**src/rtl/wb_arbiter.sv**
```systemverilog
// rtl/wb_arbiter.sv - two-requester write-back arbiter with per-requester FIFOs and registered bank write port
// Optional direct-issue path for an empty FIFO is enabled by defining WB_BYPASS_EN.
module wb_arbiter #(
    parameter int FIFO_DEPTH = 2
) (
    input  logic        clk,
    input  logic        rst_n,
    input  logic        flush,
    input  logic        req0_valid,
    output logic        req0_ready,
    input  logic        req0_vec,
    input  logic [2:0]  req0_dir,
    input  logic [31:0] req0_data,
    input  logic        req1_valid,
    output logic        req1_ready,
    input  logic        req1_vec,
    input  logic [2:0]  req1_dir,
    input  logic [31:0] req1_data,
    output logic        reg_wrv,
    output logic        reg_wrs,
    output logic [2:0]  i_dir_wr,
    output logic [31:0] data_wrv,
    output logic [7:0]  data_wrs,
    output logic        wb_idle
);

    localparam int PW = (FIFO_DEPTH > 1) ? $clog2(FIFO_DEPTH) : 1;
    localparam int CW = PW + 1;
    localparam int EW = 36;

    logic [EW-1:0] mem_q [2][FIFO_DEPTH];
    logic [CW-1:0] cnt_q [2];
    logic [CW-1:0] cnt_d [2];
    logic [PW-1:0] wp_q  [2];
    logic [PW-1:0] wp_d  [2];
    logic [PW-1:0] rp_q  [2];
    logic [PW-1:0] rp_d  [2];

    logic [EW-1:0] in_ent [2];
    logic [EW-1:0] head   [2];
    logic [1:0]    in_valid;
    logic [1:0]    ready;
    logic [1:0]    fifo_ne;
    logic [1:0]    byp;
    logic [1:0]    cand;
    logic [1:0]    push;
    logic [1:0]    pop;
    logic          gnt_any;
    logic          gnt_sel;

    logic          last_q, last_d;
    logic          wrv_q, wrv_d;
    logic          wrs_q, wrs_d;
    logic [2:0]    dir_q, dir_d;
    logic [31:0]   data_q, data_d;

    assign in_ent[0] = {req0_vec, req0_dir, req0_data};
    assign in_ent[1] = {req1_vec, req1_dir, req1_data};
    assign in_valid  = {req1_valid, req0_valid};

    always_comb begin
        for (int k = 0; k < 2; k++) begin
            ready[k]   = (cnt_q[k] < CW'(FIFO_DEPTH));
            fifo_ne[k] = (cnt_q[k] != '0);
`ifdef WB_BYPASS_EN
            byp[k]     = in_valid[k] && !fifo_ne[k];
`else
            byp[k]     = 1'b0;
`endif
            cand[k]    = fifo_ne[k] || byp[k];
            head[k]    = fifo_ne[k] ? mem_q[k][rp_q[k]] : in_ent[k];
        end
    end

    // With two candidates the one that did not win last time goes next.
    assign gnt_any = |cand;
    assign gnt_sel = (cand[0] && cand[1]) ? ~last_q : cand[1];

    always_comb begin
        for (int k = 0; k < 2; k++) begin
            pop[k]  = !flush && gnt_any && (gnt_sel == k[0]) && fifo_ne[k];
            // A request issued straight from the input never enters its FIFO.
            push[k] = !flush && in_valid[k] && ready[k]
                      && !(gnt_any && (gnt_sel == k[0]) && !fifo_ne[k]);
            if (flush) begin
                cnt_d[k] = '0;
                wp_d[k]  = '0;
                rp_d[k]  = '0;
            end else begin
                cnt_d[k] = cnt_q[k] + CW'(push[k]) - CW'(pop[k]);
                wp_d[k]  = push[k] ? wp_q[k] + 1'b1 : wp_q[k];
                rp_d[k]  = pop[k]  ? rp_q[k] + 1'b1 : rp_q[k];
            end
        end
    end

    always_comb begin
        last_d = last_q;
        wrv_d  = 1'b0;
        wrs_d  = 1'b0;
        dir_d  = dir_q;
        data_d = data_q;
        if (!flush && gnt_any) begin
            last_d = gnt_sel;
            wrv_d  = head[gnt_sel][35];
            wrs_d  = !head[gnt_sel][35];
            dir_d  = head[gnt_sel][34:32];
            data_d = head[gnt_sel][31:0];
        end
    end

    always_ff @(posedge clk or negedge rst_n) begin
        if (!rst_n) begin
            for (int k = 0; k < 2; k++) begin
                cnt_q[k] <= '0;
                wp_q[k]  <= '0;
                rp_q[k]  <= '0;
            end
            last_q <= 1'b1;
            wrv_q  <= 1'b0;
            wrs_q  <= 1'b0;
            dir_q  <= '0;
            data_q <= '0;
        end else begin
            for (int k = 0; k < 2; k++) begin
                cnt_q[k] <= cnt_d[k];
                wp_q[k]  <= wp_d[k];
                rp_q[k]  <= rp_d[k];
            end
            last_q <= last_d;
            wrv_q  <= wrv_d;
            wrs_q  <= wrs_d;
            dir_q  <= dir_d;
            data_q <= data_d;
        end
    end

    always_ff @(posedge clk) begin
        for (int k = 0; k < 2; k++) begin
            if (push[k]) begin
                mem_q[k][wp_q[k]] <= in_ent[k];
            end
        end
    end

    assign req0_ready = ready[0];
    assign req1_ready = ready[1];
    assign reg_wrv    = wrv_q;
    assign reg_wrs    = wrs_q;
    assign i_dir_wr   = dir_q;
    assign data_wrv   = data_q;
    assign data_wrs   = data_q[7:0];
    assign wb_idle    = !fifo_ne[0] && !fifo_ne[1] && !wrv_q && !wrs_q;

endmodule

```
**config.mk**
```make
export PLATFORM = sky130hd
export DESIGN_NAME = wb_arbiter
export DESIGN_NICKNAME = d
export VERILOG_FILES = /design/src/rtl/wb_arbiter.sv
export SDC_FILE = /design/constraint.sdc
export NUM_CORES = 1
export LEC_CHECK = 0
export CAP_MARGIN = 20
export CORE_MARGIN = 2
export CORE_UTILIZATION = 57
export CTS_CLUSTER_DIAMETER = 120
export CTS_CLUSTER_SIZE = 20
export DETAILED_ROUTE_END_ITERATION = 6
export GPL_ROUTABILITY_DRIVEN = 1
export MAX_ROUTING_LAYER = met4
export PLACE_DENSITY_LB_ADDON = 0.08
export SYNTH_ARGS = -nofsm -noshare
export SYNTH_HDL_FRONTEND = slang
export SYNTH_SLANG_ARGS = --single-unit
```
**constraint.sdc**
```tcl
create_clock -name clk -period 8.16 [get_ports clk]
set_clock_uncertainty 0.1 [all_clocks]
set_input_delay 1.224 -clock clk [delete_from_list [all_inputs] [get_ports clk]]
set_output_delay 1.224 -clock clk [all_outputs]
set_load 0.05 [all_outputs]
```
==> results of run 1 <==
## synth_stat cells (2+ instances only)
cell type | instances | area [µm²]
nand2_1 | 3 | 11.3
xor2_1 | 4 | 35.0
mux2_2 | 2 | 22.5
nor3b_1 | 2 | 15.0
clkbuf_4 | 4 | 30.0
a21oi_1 | 3 | 15.0
buf_4 | 14 | 105
clkbuf_1 | 5 | 18.8
nor2_1 | 11 | 41.3
mux2i_1 | 74 | 741
o221ai_1 | 34 | 298
o21ai_0 | 2 | 10.0
nor3_1 | 4 | 20.0
inv_1 | 2 | 7.51
and2_1 | 2 | 12.5
edfxtp_1 | 144 | 4320
dfrtp_1 | 45 | 1130
ha_1 | 2 | 25.0
nor2b_1 | 5 | 31.3
o21a_1 | 35 | 263
buf_2 | 9 | 45.0
## kinds of logic after synthesis
logic type | synth area share [%]
flops | 74.7
compound gates | 8.91
mux | 10.6
buf+inv | 2.82
simple gates | 2.03
xor+xnor | 0.598
fa+ha+maj | 0.341
## placed cells by master, fill, tap and decap left out, types with 2 or more instances in the layout
| cell | Yosys | final |
|---|---|---|
| a21oi_1 | 3 | 3 |
| and2_1 | 2 | 2 |
| buf_4 | 14 | 9 |
| bufinv_16 | 0 | 4 |
| clkbuf_1 | 5 | 2 |
| clkbuf_16 | 0 | 17 |
| clkdlybuf4s50_1 | 0 | 123 |
| clkinv_1 | 0 | 2 |
| clkinv_2 | 0 | 4 |
| clkinvlp_4 | 0 | 2 |
| dfrtp_1 | 45 | 43 |
| dfrtp_2 | 0 | 2 |
| edfxtp_1 | 144 | 144 |
| ha_1 | 2 | 2 |
| inv_1 | 2 | 2 |
| mux2_2 | 2 | 2 |
| mux2i_1 | 74 | 74 |
| nand2_1 | 3 | 3 |
| nor2_1 | 11 | 11 |
| nor2b_1 | 5 | 5 |
| nor3_1 | 4 | 2 |
| nor3_2 | 0 | 2 |
| nor3b_2 | 0 | 2 |
| o21a_1 | 35 | 35 |
| o21ai_0 | 2 | 2 |
| o221ai_1 | 34 | 34 |
| xor2_1 | 4 | 4 |
## metrics by stage
| stage | area (µm²) | std cells |
|---|---|---|
| finish | 9310 | 724 |
| global route | 9310 | 724 |
| CTS | 9310 | 724 |
| detailed placement | 8710 | 692 |
| global placement | 8690 | 691 |
| floorplan | 7330 | 418 |
## sequential cells by signal, indices dropped and copies added, names as in the netlist
signal and cells:
wp_q 2, reg_wrv 1, mem_q 144, cnt_q 4, last_q 1, reg_wrs 1, rp_q 2, data_wrv 32
i_dir_wr 3
## final cells by class
type,instances,share of cell area (%)
Clock buffer,19,4.65
Timing Repair Buffer,134,14.2
Tap cell,172,2.31
Sequential cell,190,58.8
Multi-Input combinational cell,194,18.0
Clock inverter,13,1.84
Inverter,2,0.0806
## report_power, final
part / leakage, µW / switching, µW / internal [µW] / total (µW)
Clock: 0.000292 / 332 / 509 / 841
Combinational: 0.00103 / 910 / 529 / 1440
Sequential: 0.00187 / 115 / 1230 / 1350
Total: 0.00318 / 1360 / 2270 / 3630
## how the worst min path moves through the flow
stage | start | end | slack, ns | depth (start not counted)
global route | data_wrv[20] | data_wrv[20] | 0.40 | 1
detailed placement | i_dir_wr[1] | i_dir_wr[1] | 0.38 | 1
CTS | i_dir_wr[1] | i_dir_wr[1] | 0.39 | 1
global placement | i_dir_wr[1] | i_dir_wr[1] | 0.37 | 1
finish | data_wrv[21] | data_wrv[21] | 0.39 | 1
floorplan | last_q | last_q | 0.39 | 1
## worst max-delay path, cell delays in order (launching register included)
cell and delay (ns):
dfrtp_1 0.48, nor2_1 0.34, nand2_1 0.13, nor3_1 0.15
clkdlybuf4s50_1 0.82
## routing by layer
metal	GRT usage (%)	vias to the layer above	routed length, µm
met1	27.2	2092	6010
li1	-	1877	-
met5	-	-	0
met2	40.1	123	7830
met3	4.67	30	699
met4	9.41	0	361
==> impl_metrics.env, run 1 <==
export IMPL_status="completed"
export IMPL_grt_usage_pct=23.4
export IMPL_syn_to_final_growth_pct=27.0
export IMPL_first_iter_violations=247
export IMPL_overflow=0
export IMPL_routed_via_count=4122
export IMPL_nFillCells=780
export IMPL_total_power_uw=3630
export IMPL_fin_hold_ws_ns=0.386
export IMPL_endpoint_kind="output port"
export IMPL_ff_latch_area_mm2=0.00548
export IMPL_cp_max_fo=8
export IMPL_start_util_pct=58.3
export IMPL_startpoint="cnt_q[2]"
export IMPL_period_share_pct=44.9
export IMPL_ys_seq_area_share_pct=74.7
export IMPL_r2r_slack_ns=5.66
export IMPL_reg2regPathDepth=8
export IMPL_ys_warn_count=0
export IMPL_grt_pass1_vias=4498
export IMPL_power_density_mw_per_mm2=390
export IMPL_fmax_ghz=0.273
export IMPL_syn_nets=497
export IMPL_rr_endpoint="cnt_q[1]"
export IMPL_r2r_start="last_q"
export IMPL_portBuffers=124
export IMPL_coreArea_mm2=0.0126
export IMPL_clk_path_buf_depth=2
export IMPL_path_clk_slew_ns=0.06
export IMPL_multiInputGateArea_mm2=0.00168
export IMPL_die_w_um=117
export IMPL_setup_viol=0
export IMPL_drc_errors=0
export IMPL_worst_slack_ns=4.50
export IMPL_clockRootBuffer="clkbuf_16"
export IMPL_p_leak_uw=0.00318
export IMPL_layout_nets=618
export IMPL_place_ws_ns=4.17
export IMPL_routabilityCongestion=0.743
export IMPL_netlist_area_mm2=0.00733
export IMPL_crit_required_ns=6.84
export IMPL_drtAntennaViolNets=0
export IMPL_io_pins=125
export IMPL_yosys_most_used_dff="edfxtp_1"
export IMPL_cts_buffers_inserted=17
export IMPL_rows=41
export IMPL_ctsHoldBuffers=0
export IMPL_dieArea_mm2=0.0138
export IMPL_syn_inst=418
export IMPL_syn_area_per_cell_um2=17.5
export IMPL_antenna_found_initial=0
export IMPL_crit_type="reg -> out"
export IMPL_dp_final_hpwl_um=9220
export IMPL_post_route_util_pct=74.1
export IMPL_timing_slew_headroom_pct=37.3
export IMPL_hold_viol=0
export IMPL_wl_per_cell_um=20.6
export IMPL_ys_ff_latch=190
export IMPL_synth_distinct_cells=33
export IMPL_routed_via_density=5.69
export IMPL_grt_pass1_wl_um=23900
export IMPL_antenna_cells=0
export IMPL_hp_class="reg -> reg"
export IMPL_rsz0062_at_grt="no"
export IMPL_grt_max_degree=52
export IMPL_postSynth_asyncResetShare_pct=24.2
export IMPL_worstSetupStartpointType="flip-flop"
export IMPL_maxCapViolations=0
export IMPL_peakVddDrop_mv=0.235
export IMPL_final_max_slew_viol_count=0
export IMPL_cts_sinks=190
export IMPL_synth_edff_count=144
export IMPL_dr_pass1_iters=4
export IMPL_h_tree_depth=4
export IMPL_routed_wl_um=14900
export IMPL_clock_latency_ns=0.43
export IMPL_die_h_um=117
export IMPL_cp_endpoint="wb_idle"
export IMPL_setup_tns_ns=0
export IMPL_worst_pin_slew_ns=0.936
export IMPL_post_cts_setup_buffers=0
export IMPL_ctsResizeCount=0
export IMPL_min_period_ns=3.66
export IMPL_drive_above_1_share_pct=9.42
export IMPL_cp_arrival_ns=2.34
export IMPL_cts_tree="yes"
No activity file was read; power rests on OpenSTA's default activity.
==> run 2: changes to the inputs <==
--- a/config.mk
+++ b/config.mk
@@ -7,7 +7,7 @@
 export LEC_CHECK = 0
 export CAP_MARGIN = 20
 export CORE_MARGIN = 2
-export CORE_UTILIZATION = 57
+export CORE_UTILIZATION = 53
 export CTS_CLUSTER_DIAMETER = 120
 export CTS_CLUSTER_SIZE = 20
 export DETAILED_ROUTE_END_ITERATION = 6
==> constraint.sdc (replaced) <==
create_clock -name clk -period 3.8 [get_ports clk]
set_clock_uncertainty 0.1 [all_clocks]
set_input_delay 0.57 -clock clk [delete_from_list [all_inputs] [get_ports clk]]
set_output_delay 0.57 -clock clk [all_outputs]
set_load 0.05 [all_outputs]
==> impl_metrics.env, run 2 (same netlist as run 1, synthesis figures left out) <==
export IMPL_status="completed"
export IMPL_hold_viol=0
export IMPL_endpoint_kind="output port"
export IMPL_worst_pin_slew_ns=0.928
export IMPL_grt_usage_pct=21.5
export IMPL_die_h_um=122
export IMPL_clock_latency_ns=0.42
export IMPL_cts_tree="yes"
export IMPL_crit_chain="nor2_1 > nand2_1 > nor3_1 > clkdlybuf4s50_1"
export IMPL_ctsHoldBuffers=0
export IMPL_setup_viol=0
export IMPL_cp_arrival_ns=2.42
export IMPL_fmax_ghz=0.324
export IMPL_antenna_found_initial=0
export IMPL_period_share_pct=81.2
export IMPL_routed_via_density=5.69
export IMPL_worstSetupStartpointType="flip-flop"
export IMPL_routabilityCongestion=0.755
export IMPL_hp_class="in -> async"
export IMPL_h_tree_depth=4
export IMPL_rsz0062_at_grt="no"
export IMPL_max_stage_delay_ns=0.82
export IMPL_io_pins=125
export IMPL_drtAntennaViolNets=0
export IMPL_cts_buffers_inserted=17
export IMPL_power_density_mw_per_mm2=835
export IMPL_p_leak_uw=0.00322
export IMPL_first_iter_violations=351
export IMPL_maxCapViolations=0
export IMPL_critPathSlowestCell="clkdlybuf4s50_1"
export IMPL_multiInputGateArea_mm2=0.00171
export IMPL_routed_wl_um=14800
export IMPL_post_cts_setup_buffers=0
export IMPL_nFillCells=889
export IMPL_cp_max_fo=8
export IMPL_layout_nets=619
export IMPL_cp_top_family="buffers and inverters"
export IMPL_routed_via_count=4148
export IMPL_portBuffers=124
export IMPL_clockRootBuffer="clkbuf_16"
export IMPL_dieArea_mm2=0.0148
export IMPL_path_clk_slew_ns=0.06
export IMPL_ff_latch_area_mm2=0.00548
export IMPL_crit_required_ns=3.13
export IMPL_rows=42
export IMPL_final_max_slew_viol_count=0
export IMPL_drive_above_1_share_pct=10.3
export IMPL_final_common_cell="edfxtp_1"
export IMPL_worst_path_buf_inv=1
export IMPL_grt_max_degree=41
export IMPL_clk_path_buf_depth=2
export IMPL_syn_to_final_growth_pct=28.2
export IMPL_overflow=0
export IMPL_dr_pass1_iters=4
export IMPL_timing_slew_headroom_pct=38.0
export IMPL_grt_pass1_vias=4189
export IMPL_crit_type="reg -> out"
export IMPL_final_cell_mix="edfxtp_1 (144), clkdlybuf4s50_1 (123), mux2i_1 (74), dfrtp_1 (43), o21a_1 (35)"
export IMPL_die_w_um=122
export IMPL_drc_errors=0
export IMPL_min_period_ns=3.09
export IMPL_coreArea_mm2=0.0133
export IMPL_setup_tns_ns=0
export IMPL_total_power_uw=7840
export IMPL_dp_final_hpwl_um=8850
export IMPL_grt_pass1_wl_um=22600
export IMPL_start_util_pct=54.9
export IMPL_antenna_cells=0
export IMPL_largest_reg_flops=144
export IMPL_wl_per_cell_um=20.3
export IMPL_cts_sinks=190
export IMPL_ctsResizeCount=0
export IMPL_peakVddDrop_mv=0.404
-- run 2: cell count changes in the layout (fill, tap and decap cells not counted), moves of 2 or more --
cell      change
clkbuf_1      -2
clkinv_1      -2
nor3_2        -2
clkbuf_8      +5
nor3b_4       +2
nor3b_2       -2
nor3_4        +2
-- run 2: final timing paths --
check                      cells past startpoint           end          from  slack, ns
min in group clk                               1  data_wrv[12]  data_wrv[12]       0.39
min                                            1  data_wrv[23]         rst_n       0.09
max                                            4       wb_idle      cnt_q[2]       0.71
min reg2reg                                    1  data_wrv[12]  data_wrv[12]       0.39
max reg2reg                                    5      cnt_q[1]        last_q       1.67
max in group asynchronous                      2        last_q         rst_n       2.71
-- run 2: routing by layer --
layer | part of all wire [%] | track usage, %
met5 | 0 | -
met4 | 0.64 | 7.11
met3 | 5.0 | 4.54
met2 | 50 | 32.9
met1 | 45 | 29.2
-- run 2: where the power goes --
part	total [µW]	internal [µW]	leakage [µW]	switching, µW
Clock	1830	1120	0.000308	708
Combinational	3060	1160	0.00105	1900
Sequential	2950	2640	0.00187	306
Total	7840	4930	0.00322	2920
-- run 2: area by class of cell --
| type | count | area share [%] |
|---|---|---|
| clock inverters | 10 | 1.43 |
| repair buffers | 135 | 14.4 |
| multi-input cells | 194 | 18.2 |
| clock buffers | 22 | 5.26 |
| flip-flops and latches | 190 | 58.3 |
| well taps | 176 | 2.34 |
| inverters | 2 | 0.0799 |
-- run 2: through the flow --
stage               util (%)  setup WS, ns  area, µm²  instances  hold slack (ns)
CTS                     70.2         0.727       9360        728           0.0947
global route            70.4         0.540       9390        729            0.118
global placement        65.3          1.00       8720        695            0.372
finish                  70.4         0.713       9390        729           0.0866
floorplan                  -         0.740       7350        418            0.174
detailed placement      65.4         0.929       8740        696            0.384
==> run 3: changes to the inputs <==
--- a/config.mk
+++ b/config.mk
@@ -7,7 +7,7 @@
 export LEC_CHECK = 0
 export CAP_MARGIN = 20
 export CORE_MARGIN = 2
-export CORE_UTILIZATION = 53
+export CORE_UTILIZATION = 48
 export CTS_CLUSTER_DIAMETER = 120
 export CTS_CLUSTER_SIZE = 20
 export DETAILED_ROUTE_END_ITERATION = 6
==> constraint.sdc (replaced) <==
create_clock -name clk -period 2.7 [get_ports clk]
set_clock_uncertainty 0.1 [all_clocks]
set_input_delay 0.405 -clock clk [delete_from_list [all_inputs] [get_ports clk]]
set_output_delay 0.405 -clock clk [all_outputs]
set_load 0.05 [all_outputs]
==> impl_metrics.env, run 3 (same netlist as run 1, synthesis figures left out) <==
export IMPL_first_iter_violations=228
export IMPL_crit_required_ns=2.19
export IMPL_routabilityCongestion=0.738
export IMPL_grt_max_degree=40
export IMPL_syn_to_final_growth_pct=28.6
export IMPL_nFillCells=1103
export IMPL_final_cell_mix="edfxtp_1 (144), clkdlybuf4s50_1 (122), mux2i_1 (74), dfrtp_1 (43), o21a_1 (35)"
export IMPL_dieArea_mm2=0.0163
export IMPL_place_ws_ns=0.403
export IMPL_clk_path_buf_depth=2
export IMPL_overflow=0
export IMPL_final_area_mm2=0.00942
export IMPL_fin_hold_ws_ns=0.390
export IMPL_multiInputGateArea_mm2=0.00171
export IMPL_min_period_ns=2.36
export IMPL_start_util_pct=48.7
export IMPL_drive_above_1_share_pct=10.9
export IMPL_grt_usage_pct=19.3
export IMPL_dr_pass1_iters=4
export IMPL_reg2regPathDepth=7
export IMPL_h_tree_depth=4
export IMPL_hold_viol=0
export IMPL_ff_latch_area_mm2=0.00548
export IMPL_critPathSlowestCell="clkdlybuf4s50_1"
export IMPL_path_depth=2
export IMPL_largest_reg_flops=144
export IMPL_layout_nets=626
export IMPL_die_h_um=128
export IMPL_antenna_cells=0
export IMPL_hp_class="reg -> reg"
export IMPL_endpoint_kind="output port"
export IMPL_maxCapViolations=0
export IMPL_wl_per_cell_um=19.3
export IMPL_setup_viol=0
export IMPL_max_stage_delay_ns=0.82
export IMPL_routed_via_count=4032
export IMPL_die_w_um=128
export IMPL_peakVddDrop_mv=0.574
export IMPL_cp_max_fo=7
export IMPL_dp_final_hpwl_um=9470
export IMPL_routed_wl_um=14400
export IMPL_final_max_slew_viol_count=0
export IMPL_io_pins=125
export IMPL_drtAntennaViolNets=0
export IMPL_path_clk_slew_ns=0.06
export IMPL_worst_slack_ns=0.337
export IMPL_power_density_mw_per_mm2=1160
export IMPL_cts_tree="yes"
export IMPL_rows=45
export IMPL_grt_pass1_wl_um=22900
export IMPL_fmax_ghz=0.423
export IMPL_clock_latency_ns=0.42
export IMPL_cp_arrival_ns=1.86
export IMPL_grt_pass1_vias=4277
export IMPL_post_cts_setup_buffers=0
export IMPL_cts_sinks=190
export IMPL_crit_chain="inv_1 > clkdlybuf4s50_1"
export IMPL_drc_errors=0
export IMPL_worst_pin_slew_ns=0.628
export IMPL_antenna_found_initial=0
export IMPL_cts_buffers_inserted=17
export IMPL_min_path_cells=1
export IMPL_portBuffers=124
export IMPL_timing_slew_headroom_pct=58.1
export IMPL_period_share_pct=87.5
export IMPL_coreArea_mm2=0.0150
export IMPL_rsz0062_at_grt="no"
export IMPL_worstSetupStartpointType="flip-flop"
export IMPL_dpl_instance_area_mm2=0.00883
export IMPL_setup_tns_ns=0
export IMPL_final_common_cell="edfxtp_1"
export IMPL_total_power_uw=10900
export IMPL_status="completed"
export IMPL_crit_type="reg -> out"
export IMPL_routed_via_density=5.40
export IMPL_cp_top_family="buffers and inverters"
export IMPL_clockRootBuffer="clkbuf_16"
export IMPL_worst_path_buf_inv=2
export IMPL_p_leak_uw=0.00323
[run 3: cell count changes in the layout (fill, tap and decap cells not counted), sizes merged]
cell,previous run,this run
clkdlybuf4s50,123,122
inv,2,3
clkbuf,22,19
buf,12,19
dlygate4sd3,0,1
[run 3: final timing paths]
check                             startpoint           end  slack, ns
worst max-delay path                cnt_q[3]    req0_ready       0.34
worst min-delay path            data_wrv[25]  data_wrv[25]       0.39
worst max register to register      cnt_q[2]      cnt_q[1]       0.68
worst min register to register  data_wrv[25]  data_wrv[25]       0.39
max in group asynchronous              rst_n        last_q       1.27
min in group asynchronous              rst_n  data_wrv[22]       0.41
[run 3: area by class of cell]
class | instances | area share [%]
multi-input combinational | 194 | 18.1
sequential | 190 | 58.2
timing repair buffer | 142 | 15.0
inverter | 2 | 0.0797
tap | 188 | 2.50
clock inverter | 11 | 1.51
clock buffer | 19 | 4.70
[run 3: timing repair]
item,CTS,global route
resized for setup,0,0
endpoints found under the hold margin,20,0
hold buffers,1,0
[run 3: stage by stage]
step                      cells  util (%)
final                       746      62.7
after floorplan             418         -
after global placement      715      58.7
after global routing        746      62.7
after detailed placement    715      58.7
after CTS                   746      62.7
[run 3: layer usage]
metal  wire [µm]  part of all wire, %  track usage (%)  vias up
met2        7360                   51             31.9       96
li1            -                    -                -     1888
met1        6400                   44             24.4     2039
met3         526                  3.7             3.73        9
met4         113                 0.78             5.62        0
met5           0                    0                -        -
[run 3: worst reg2reg max path: cells and delay by family (launching register included)]
kind,cells,cell delay (ns)
DFF,1,0.48
AOI/OAI and AO/OA,2,0.46
muxes,1,0.30
adders and majority gates,1,0.21
xor gates and xnor gates,1,0.18
and+or+nand+nor,2,0.18
[run 3: where the power goes]
group,internal [µW],leakage (µW),switching (µW)
Clock,1470,0.000285,1000
Sequential,3720,0.00187,417
Combinational,1640,0.00108,2650
Total,6820,0.00323,4070
